[src/rtl/ctrl_pipeline_pkg.sv]
// Shared control-word definitions for the E/M/W control pipeline.
// Holds the decoded control struct, the bubble constant and the ResultSrc encodings.
package ctrl_pipeline_pkg;

    localparam int CP_ALU_CTRL_W = 3;

    localparam logic [1:0] RES_ALU = 2'b00;
    localparam logic [1:0] RES_MEM = 2'b01;
    localparam logic [1:0] RES_PC4 = 2'b10;

    typedef struct packed {
        logic                     reg_write;
        logic [1:0]               result_src;
        logic                     mem_write;
        logic                     jump;
        logic                     branch;
        logic                     alu_src;
        logic [CP_ALU_CTRL_W-1:0] alu_control;
    } ctrl_word_t;

    localparam int         CTRL_W      = $bits(ctrl_word_t);
    localparam ctrl_word_t CTRL_BUBBLE = '0;

endpackage

[src/rtl/ctrl_stage_reg.sv]
// One pipeline stage register: synchronous active-low reset, flush loads a bubble,
// hold keeps the current contents. Reset beats flush, flush beats hold.
module ctrl_stage_reg #(
    parameter int W = 8
) (
    input  logic         clk,
    input  logic         rst_n,
    input  logic         flush,
    input  logic         hold,
    input  logic [W-1:0] d,
    output logic [W-1:0] q
);

    logic [W-1:0] q_reg;

    always_ff @(posedge clk) begin
        if (!rst_n) begin
            q_reg <= '0;
        end else if (flush) begin
            q_reg <= '0;
        end else if (!hold) begin
            q_reg <= d;
        end
    end

    assign q = q_reg;

endmodule

[src/rtl/ctrl_pipeline.sv]
// Carries decoded control words and rd from D through E, M and W with stall/flush.
// Optional performance counters are enabled with the CTRL_PIPE_PERF_CNT_EN macro.
module ctrl_pipeline
    import ctrl_pipeline_pkg::*;
#(
    parameter int REG_ADDR_W = 5,
    parameter int ALU_CTRL_W = CP_ALU_CTRL_W
) (
    input  logic                  clk,
    input  logic                  rst_n,
    input  logic                  RegWriteD,
    input  logic [1:0]            ResultSrcD,
    input  logic                  MemWriteD,
    input  logic                  JumpD,
    input  logic                  BranchD,
    input  logic                  ALUSrcD,
    input  logic [ALU_CTRL_W-1:0] ALUControlD,
    input  logic [REG_ADDR_W-1:0] RdD,
    input  logic                  ValidD,
    input  logic                  StallE,
    input  logic                  FlushE,
    input  logic                  ZeroE,
    output logic                  ALUSrcE,
    output logic [ALU_CTRL_W-1:0] ALUControlE,
    output logic                  ResultSrcE0,
    output logic [REG_ADDR_W-1:0] RdE,
    output logic                  PCSrcE,
    output logic                  RegWriteM,
    output logic                  MemWriteM,
    output logic [1:0]            ResultSrcM,
    output logic [REG_ADDR_W-1:0] RdM,
    output logic                  RegWriteW,
    output logic [1:0]            ResultSrcW,
    output logic [REG_ADDR_W-1:0] RdW,
    output logic                  ValidW
`ifdef CTRL_PIPE_PERF_CNT_EN
    ,
    output logic [31:0]           RetireCnt,
    output logic [31:0]           BubbleCnt
`endif
);

    // Stage payloads: E keeps the full word, M and W only what they still consume.
    localparam int E_W = 1 + REG_ADDR_W + CTRL_W;
    localparam int M_W = 1 + REG_ADDR_W + 4;
    localparam int W_W = 1 + REG_ADDR_W + 3;

    ctrl_word_t            ctrl_d;
    ctrl_word_t            ctrl_e;
    logic [E_W-1:0]        e_next;
    logic [E_W-1:0]        e_reg;
    logic [M_W-1:0]        m_next;
    logic [M_W-1:0]        m_reg;
    logic [W_W-1:0]        w_next;
    logic [W_W-1:0]        w_reg;
    logic                  valid_e;
    logic [REG_ADDR_W-1:0] rd_e;
    logic                  m_bubble;

    always_comb begin
        ctrl_d             = CTRL_BUBBLE;
        ctrl_d.reg_write   = RegWriteD;
        ctrl_d.result_src  = ResultSrcD;
        ctrl_d.mem_write   = MemWriteD;
        ctrl_d.jump        = JumpD;
        ctrl_d.branch      = BranchD;
        ctrl_d.alu_src     = ALUSrcD;
        ctrl_d.alu_control = ALUControlD;
    end

    // A D word without ValidD enters E as a bubble whatever its control bits say.
    assign e_next = ValidD ? {1'b1, RdD, ctrl_d} : '0;

    ctrl_stage_reg #(.W(E_W)) u_stage_e (
        .clk   (clk),
        .rst_n (rst_n),
        .flush (FlushE),
        .hold  (StallE),
        .d     (e_next),
        .q     (e_reg)
    );

    assign valid_e = e_reg[E_W-1];
    assign rd_e    = e_reg[E_W-2 -: REG_ADDR_W];
    assign ctrl_e  = ctrl_word_t'(e_reg[CTRL_W-1:0]);

    // While E is held its instruction must not also advance, so M takes a bubble.
    assign m_bubble = StallE & ~FlushE;
    assign m_next   = {valid_e, rd_e, ctrl_e.reg_write, ctrl_e.result_src, ctrl_e.mem_write};

    ctrl_stage_reg #(.W(M_W)) u_stage_m (
        .clk   (clk),
        .rst_n (rst_n),
        .flush (m_bubble),
        .hold  (1'b0),
        .d     (m_next),
        .q     (m_reg)
    );

    assign w_next = m_reg[M_W-1:1];

    ctrl_stage_reg #(.W(W_W)) u_stage_w (
        .clk   (clk),
        .rst_n (rst_n),
        .flush (1'b0),
        .hold  (1'b0),
        .d     (w_next),
        .q     (w_reg)
    );

    assign ALUSrcE     = ctrl_e.alu_src;
    assign ALUControlE = ctrl_e.alu_control;
    assign ResultSrcE0 = ctrl_e.result_src[0] & valid_e;
    assign RdE         = rd_e;
    assign PCSrcE      = valid_e & ((ctrl_e.branch & ZeroE) | ctrl_e.jump);

    assign ValidW      = w_reg[W_W-1];
    assign RdW         = w_reg[W_W-2 -: REG_ADDR_W];
    assign RegWriteW   = w_reg[2];
    assign ResultSrcW  = w_reg[1:0];

    assign RdM         = m_reg[M_W-2 -: REG_ADDR_W];
    assign RegWriteM   = m_reg[3];
    assign ResultSrcM  = m_reg[2:1];
    assign MemWriteM   = m_reg[0];

`ifdef CTRL_PIPE_PERF_CNT_EN
    logic [31:0] retire_cnt_reg;
    logic [31:0] bubble_cnt_reg;

    always_ff @(posedge clk) begin
        if (!rst_n) begin
            retire_cnt_reg <= '0;
            bubble_cnt_reg <= '0;
        end else begin
            if (ValidW) begin
                retire_cnt_reg <= retire_cnt_reg + 32'd1;
            end
            if (FlushE) begin
                bubble_cnt_reg <= bubble_cnt_reg + 32'd1;
            end
        end
    end

    assign RetireCnt = retire_cnt_reg;
    assign BubbleCnt = bubble_cnt_reg;
`endif

endmodule

[config.mk]
export PLATFORM = sky130hd
export DESIGN_NAME = ctrl_pipeline
export DESIGN_NICKNAME = d
export VERILOG_FILES = /design/src/rtl/ctrl_pipeline_pkg.sv /design/src/rtl/ctrl_stage_reg.sv /design/src/rtl/ctrl_pipeline.sv
export SDC_FILE = /design/constraint.sdc
export NUM_CORES = 1
export LEC_CHECK = 0
export BUFFER_PORTS_ARGS = -buffer_cell sky130_fd_sc_hd__buf_2
export CORE_AREA = 2 2 50 99
export CTS_BUF_LIST = sky130_fd_sc_hd__clkbuf_8
export DETAILED_ROUTE_END_ITERATION = 8
export DIE_AREA = 0 0 52 101
export GPL_TIMING_DRIVEN = 0
export SLEW_MARGIN = 20
export SYNTH_ARGS = -nofsm -noshare
export SYNTH_HDL_FRONTEND = slang
export SYNTH_SLANG_ARGS = --single-unit
[constraint.sdc]
create_clock -name clk -period 1.1 [get_ports clk]
set_clock_uncertainty 0.1 [all_clocks]
set_input_delay 0.275 -clock clk [delete_from_list [all_inputs] [get_ports clk]]
set_output_delay 0.275 -clock clk [all_outputs]
set_load 0.01 [all_outputs]
# == Word-level counts from Yosys, hierarchy flattened ==
# Cells that the tools add are included.
# word_totals
ff_bits,35
output_inout_bits,29
# classes
muxes,1
bitwise_logic,7
n_reduce_logical,2
# op_table
cell,n
16-bit 2-to-1 mux,1
1-bit bitwise AND,4
2-bit OR reduction,2
1-bit inverter,2
1-bit OR,1

# == Logic depth before layout (Yosys ltp) ==
# logic_depth
ltp_word,3
depth_mapped,4
depth_no_buf,2

# == Hierarchy ==
# Synthesis repeated with hierarchy kept, for this count alone.
# hier_totals
hier_cells,137
area_unflattened_um2,1427.6
# by_module_without_submodules
module,instances,cells_each,area_per_inst_um2,seq_area_each_um2
ctrl_stage_reg at u_stage_e,1,53,594.3,320.3
ctrl_stage_reg at u_stage_m,1,33,360.3,200.2
ctrl_stage_reg at u_stage_w,1,30,326.6,180.2
ctrl_pipeline,1,21,146.4,0.0

# == Worst setup path before layout ==
# OpenSTA, ideal clock, no wires.
# synth_path
path_kind,input-to-reg
startpoint,in ValidD
endpoint,reg u_stage_e.q_reg[15] (netlist: u_stage_e.q[15])
setup_time_ns,0.114
arrival_time_ns,0.716
t_required_ns,0.886
path_slack_ns,0.169
cell_stages,4
path_buffers,2
path_cell_list,buf_4 > clkbuf_8 > mux2i_1 > nor2_1
# synth_between
elab_chain_len,1
# synth_rtl
element,line,source
from (decl),ctrl_pipeline.sv:19,"input logic ValidD,"
16-bit 2-to-1 mux,ctrl_pipeline.sv:72,"assign e_next = ValidD ? {1'b1, RdD, ctrl_d} : '0;"
to (signal assigned),ctrl_stage_reg.sv:18,q_reg <= '0;
to (signal assigned),ctrl_stage_reg.sv:20,q_reg <= '0;
to (signal assigned),ctrl_stage_reg.sv:22,q_reg <= d;
to (decl),ctrl_stage_reg.sv:14,logic [W-1:0] q_reg;
# Every way passes these cells.
# A chain may end at the register's enable or synchronous reset.

# == Final worst setup path ==
# layout_path
startpoint,reg u_stage_e.q_reg[4] (netlist: u_stage_e.q[4])
endpoint,out PCSrcE
# layout_between
elab_chain_len,3
# layout_rtl
element,line,source
1-bit bitwise AND,ctrl_pipeline.sv:115,assign PCSrcE = valid_e & ((ctrl_e.branch & ZeroE) | ctrl_e.jump);
1-bit OR,ctrl_pipeline.sv:115,
1-bit bitwise AND,ctrl_pipeline.sv:115,
to (decl),ctrl_pipeline.sv:27,"output logic PCSrcE,"
# Every way passes these cells.

==> impl_metrics.sql <==
INSERT INTO impl_metrics (metric_group, metric, value, unit) VALUES
('synth', 'postSynth.topFlopCell', 'dfxtp_1', ''),
('sta', 'fmaxAchievable', '0.790', 'GHz'),
('global_routing', 'first_global_vias', '934', ''),
('run_status', 'violations', 'negative setup slack', ''),
('global_routing', 'grt_pass1_wl', '4.15', 'mm'),
('setup_path', 'cp_slowest_cell', 'dfxtp_2', ''),
('finish', 'final_core_utilization', '0.400', ''),
('synth', 'syn-instance-count', '130', ''),
('cts', 'cts.path.max_buffers', '2', ''),
('drt', 'routedWlPerCell', '10.8', 'um'),
('power_and_ir_drop', 'power.internal', '1950', 'uW'),
('synth', 'synth_edf_count', '0', ''),
('drt', 'vias', '981', ''),
('drt', 'route.detailed.drc', '0', ''),
('sta', 'timing.final.max_slew_violations', '0', ''),
('synth', 'postSynthAreaPerCell', '10.1', 'sq um'),
('floorplan', 'top_level_ports', '50', ''),
('global_routing', 'grt_usage', '0.104', ''),
('finish', 'largest_reg_flops', '16', ''),
('floorplan', 'floorplan.initialDensity', '0.291', ''),
('cts', 'cts.sink_count', '35', ''),
('finish', 'layout-drive-gt1-share', '0.545', ''),
('power_and_ir_drop', 'p_clk_frac', '0.398', ''),
('setup_path', 'worst-setup-path-type', 'reg2out', ''),
('placed_design', 'final_estimated_routing_congestion_in_global_placement', '0.689', ''),
('cts', 'cts_hold_buf', '0', ''),
('power_and_ir_drop', 'irDropWorstVdd', '0.00110', 'V'),
('finish', 'synthToLayoutAreaGrowth', '37.6', '%'),
('synth', 'synthesis.yosys.warnings', '0', ''),
('finish', 'design.final.nets', '198', ''),
('finish', 'layout_commonest_cell', 'buf_2', ''),
('setup_path', 'cp_num_buf_inv', '1', ''),
('setup_path', 'critPathArrivalTime', '890', 'ps'),
('synth', 'syn-cell-area', '1310', 'sq um'),
('setup_path', 'timing.critical_path.cells', 'a21oi_2 -> nor2b_1 -> buf_2', ''),
('hold_path', 'hold_path_class', 'in2reg', ''),
('flow_run', 'timing.max_cap.violations', '0', ''),
('finish', 'final-instance-count-excl-fill', '233', ''),
('sta', 'min_period_over_period', '1.15', ''),
('setup_path', 'critPathRequiredTime', '720', 'ps'),
('synth', 'synth-seq-area-share', '0.534', ''),
('setup_path', 'cp_slowest_stage_delay', '330', 'ps'),
('global_routing', 'overflow', '0', ''),
('synth', 'netlist-cell-type-count', '17', ''),
('floorplan', 'core-area', '4510', 'sq um'),
('synth', 'postSynthNetCount', '151', ''),
('sta', 'timing_worst_slew_pin_value', '320', 'ps'),
('sta', 'setup_violations', '2', ''),
('cts', 'worst_setup_hold_path_clk_slew', '70', 'ps'),
('run_status', 'outcome', 'finished with violations', ''),
('finish', 'layout_common_cells', 'buf_2, dfxtp_2, buf_6, nand2_1, nand3b_1', ''),
('drt', 'routed_wirelength', '2.51', 'mm'),
('drt', 'drt_pass1_iterations', '4', ''),
('setup_path', 'worst_setup_path_start_kind', 'register', ''),
('floorplan', 'std_cell_rows', '35', ''),
('power_and_ir_drop', 'power_frac_seq', '0.527', ''),
('placed_design', 'portbufs', '48', ''),
('placed_design', 'placed_cells', '233', ''),
('power_and_ir_drop', 'p_per_area', '1360', 'nW/um^2'),
('cts', 'tritoncts', 'yes', ''),
('sta', 'setup_slack', '-166', 'ps'),
('cts', 'h-tree-depth', '2', ''),
('floorplan', 'die_w', '52', 'um'),
('drt', 'drt_iter0_markers', '12', ''),
('placed_design', 'dp_hpwl', '1.83', 'mm'),
('sta', 'period_minus_slack', '1270', 'ps'),
('synth', 'asyncSetResetFlopFracSynth', '0', ''),
('floorplan', 'chipHeight', '101', 'um'),
('floorplan', 'fp.dieArea', '5250', 'sq um'),
('cts', 'tritoncts.num_buffers', '5', ''),
('setup_path', 'crit_path_max_fanout', '2', '');
-- tightest hold or removal path: stages --
cell and delay (ps):
buf_2 90, nand3b_1 70, a21oi_1 60
-- cell usage after synthesis (2+ instances only) --
cell | number | area, sq um
dfxtp_1 | 35 | 701
buf_4 | 16 | 120
nand2_1 | 15 | 56.3
a21oi_1 | 14 | 70.1
nand3b_1 | 14 | 105
and2_1 | 10 | 62.6
and3_1 | 10 | 62.6
buf_2 | 5 | 25.0
a21oi_2 | 2 | 17.5
nand2b_1 | 2 | 12.5
-- final timing paths --
kind         slack (ps)                         start                      endpoint  cells past startpoint
max                -170   u_stage_e.q[4]$_SDFFE_PP0N_                        PCSrcE                      3
min                 150                        RdD[4]  u_stage_e.q[14]$_SDFFE_PP0N_                      3
max reg2reg         290  u_stage_e.q[13]$_SDFFE_PP0N_  u_stage_e.q[13]$_SDFFE_PP0N_                      3
min reg2reg         340     u_stage_m.q[9]$_SDFF_PP0_     u_stage_w.q[8]$_SDFF_PN0_                      1
-- cell families after synthesis --
| group | after synthesis | share of synthesized area |
|---|---|---|
| buffers and inverters | 24 | 0.141 |
| DFF | 35 | 0.534 |
| and+or+nand+nor | 54 | 0.251 |
| AOI/OAI and AO/OA | 16 | 0.0667 |
| muxes | 1 | 0.00763 |
-- power by group through the flow --
stage	logic, uW	registers, uW	clock network (uW)
after floorplan	107	1320	0
after global placement	175	1320	0
after detailed placement	178	1320	0
after CTS	184	1300	1010
after global routing	203	1300	1060
final	184	1300	981
-- layout make-up --
type	instances	area (sq um)
Buffer	9	72.6
Fill cell	467	2710
Tap cell	55	68.8
Clock buffer	7	96.3
Multi-Input combinational cell	71	430
Sequential cell	35	728
Timing Repair Buffer	55	405
Clock inverter	1	3.75
-- metal layers --
layer | up-vias | track usage | part of all wire
met2 | 49 | 0.165 | 0.47
met3 | 5 | 0.0341 | 0.089
li1 | 502 | - | -
met5 | - | 0 | 0
met4 | 0 | 0.0425 | 0.014
met1 | 425 | 0.125 | 0.43
-- what timing repair did --
item | 4_1_cts | 5_1_grt
buffers inserted | 6 | 1
endpoints found under the setup margin | 19 | 21
pin swaps | 1 | 0
gates resized for setup | 38 | 3
-- per-stage QoR --
step | hold WS, ps | instance area (sq um) | power, uW | TNS (ps)
after floorplan | 312 | 1310 | 1430 | 0
after CTS | 145 | 1790 | 2500 | -375
after global routing | 160 | 1810 | 2570 | -634
final | 151 | 1810 | 2460 | -312
after detailed placement | 326 | 1620 | 1500 | -122
after global placement | 316 | 1620 | 1500 | -7.68
No activity file was read; power rests on OpenSTA's default activity.
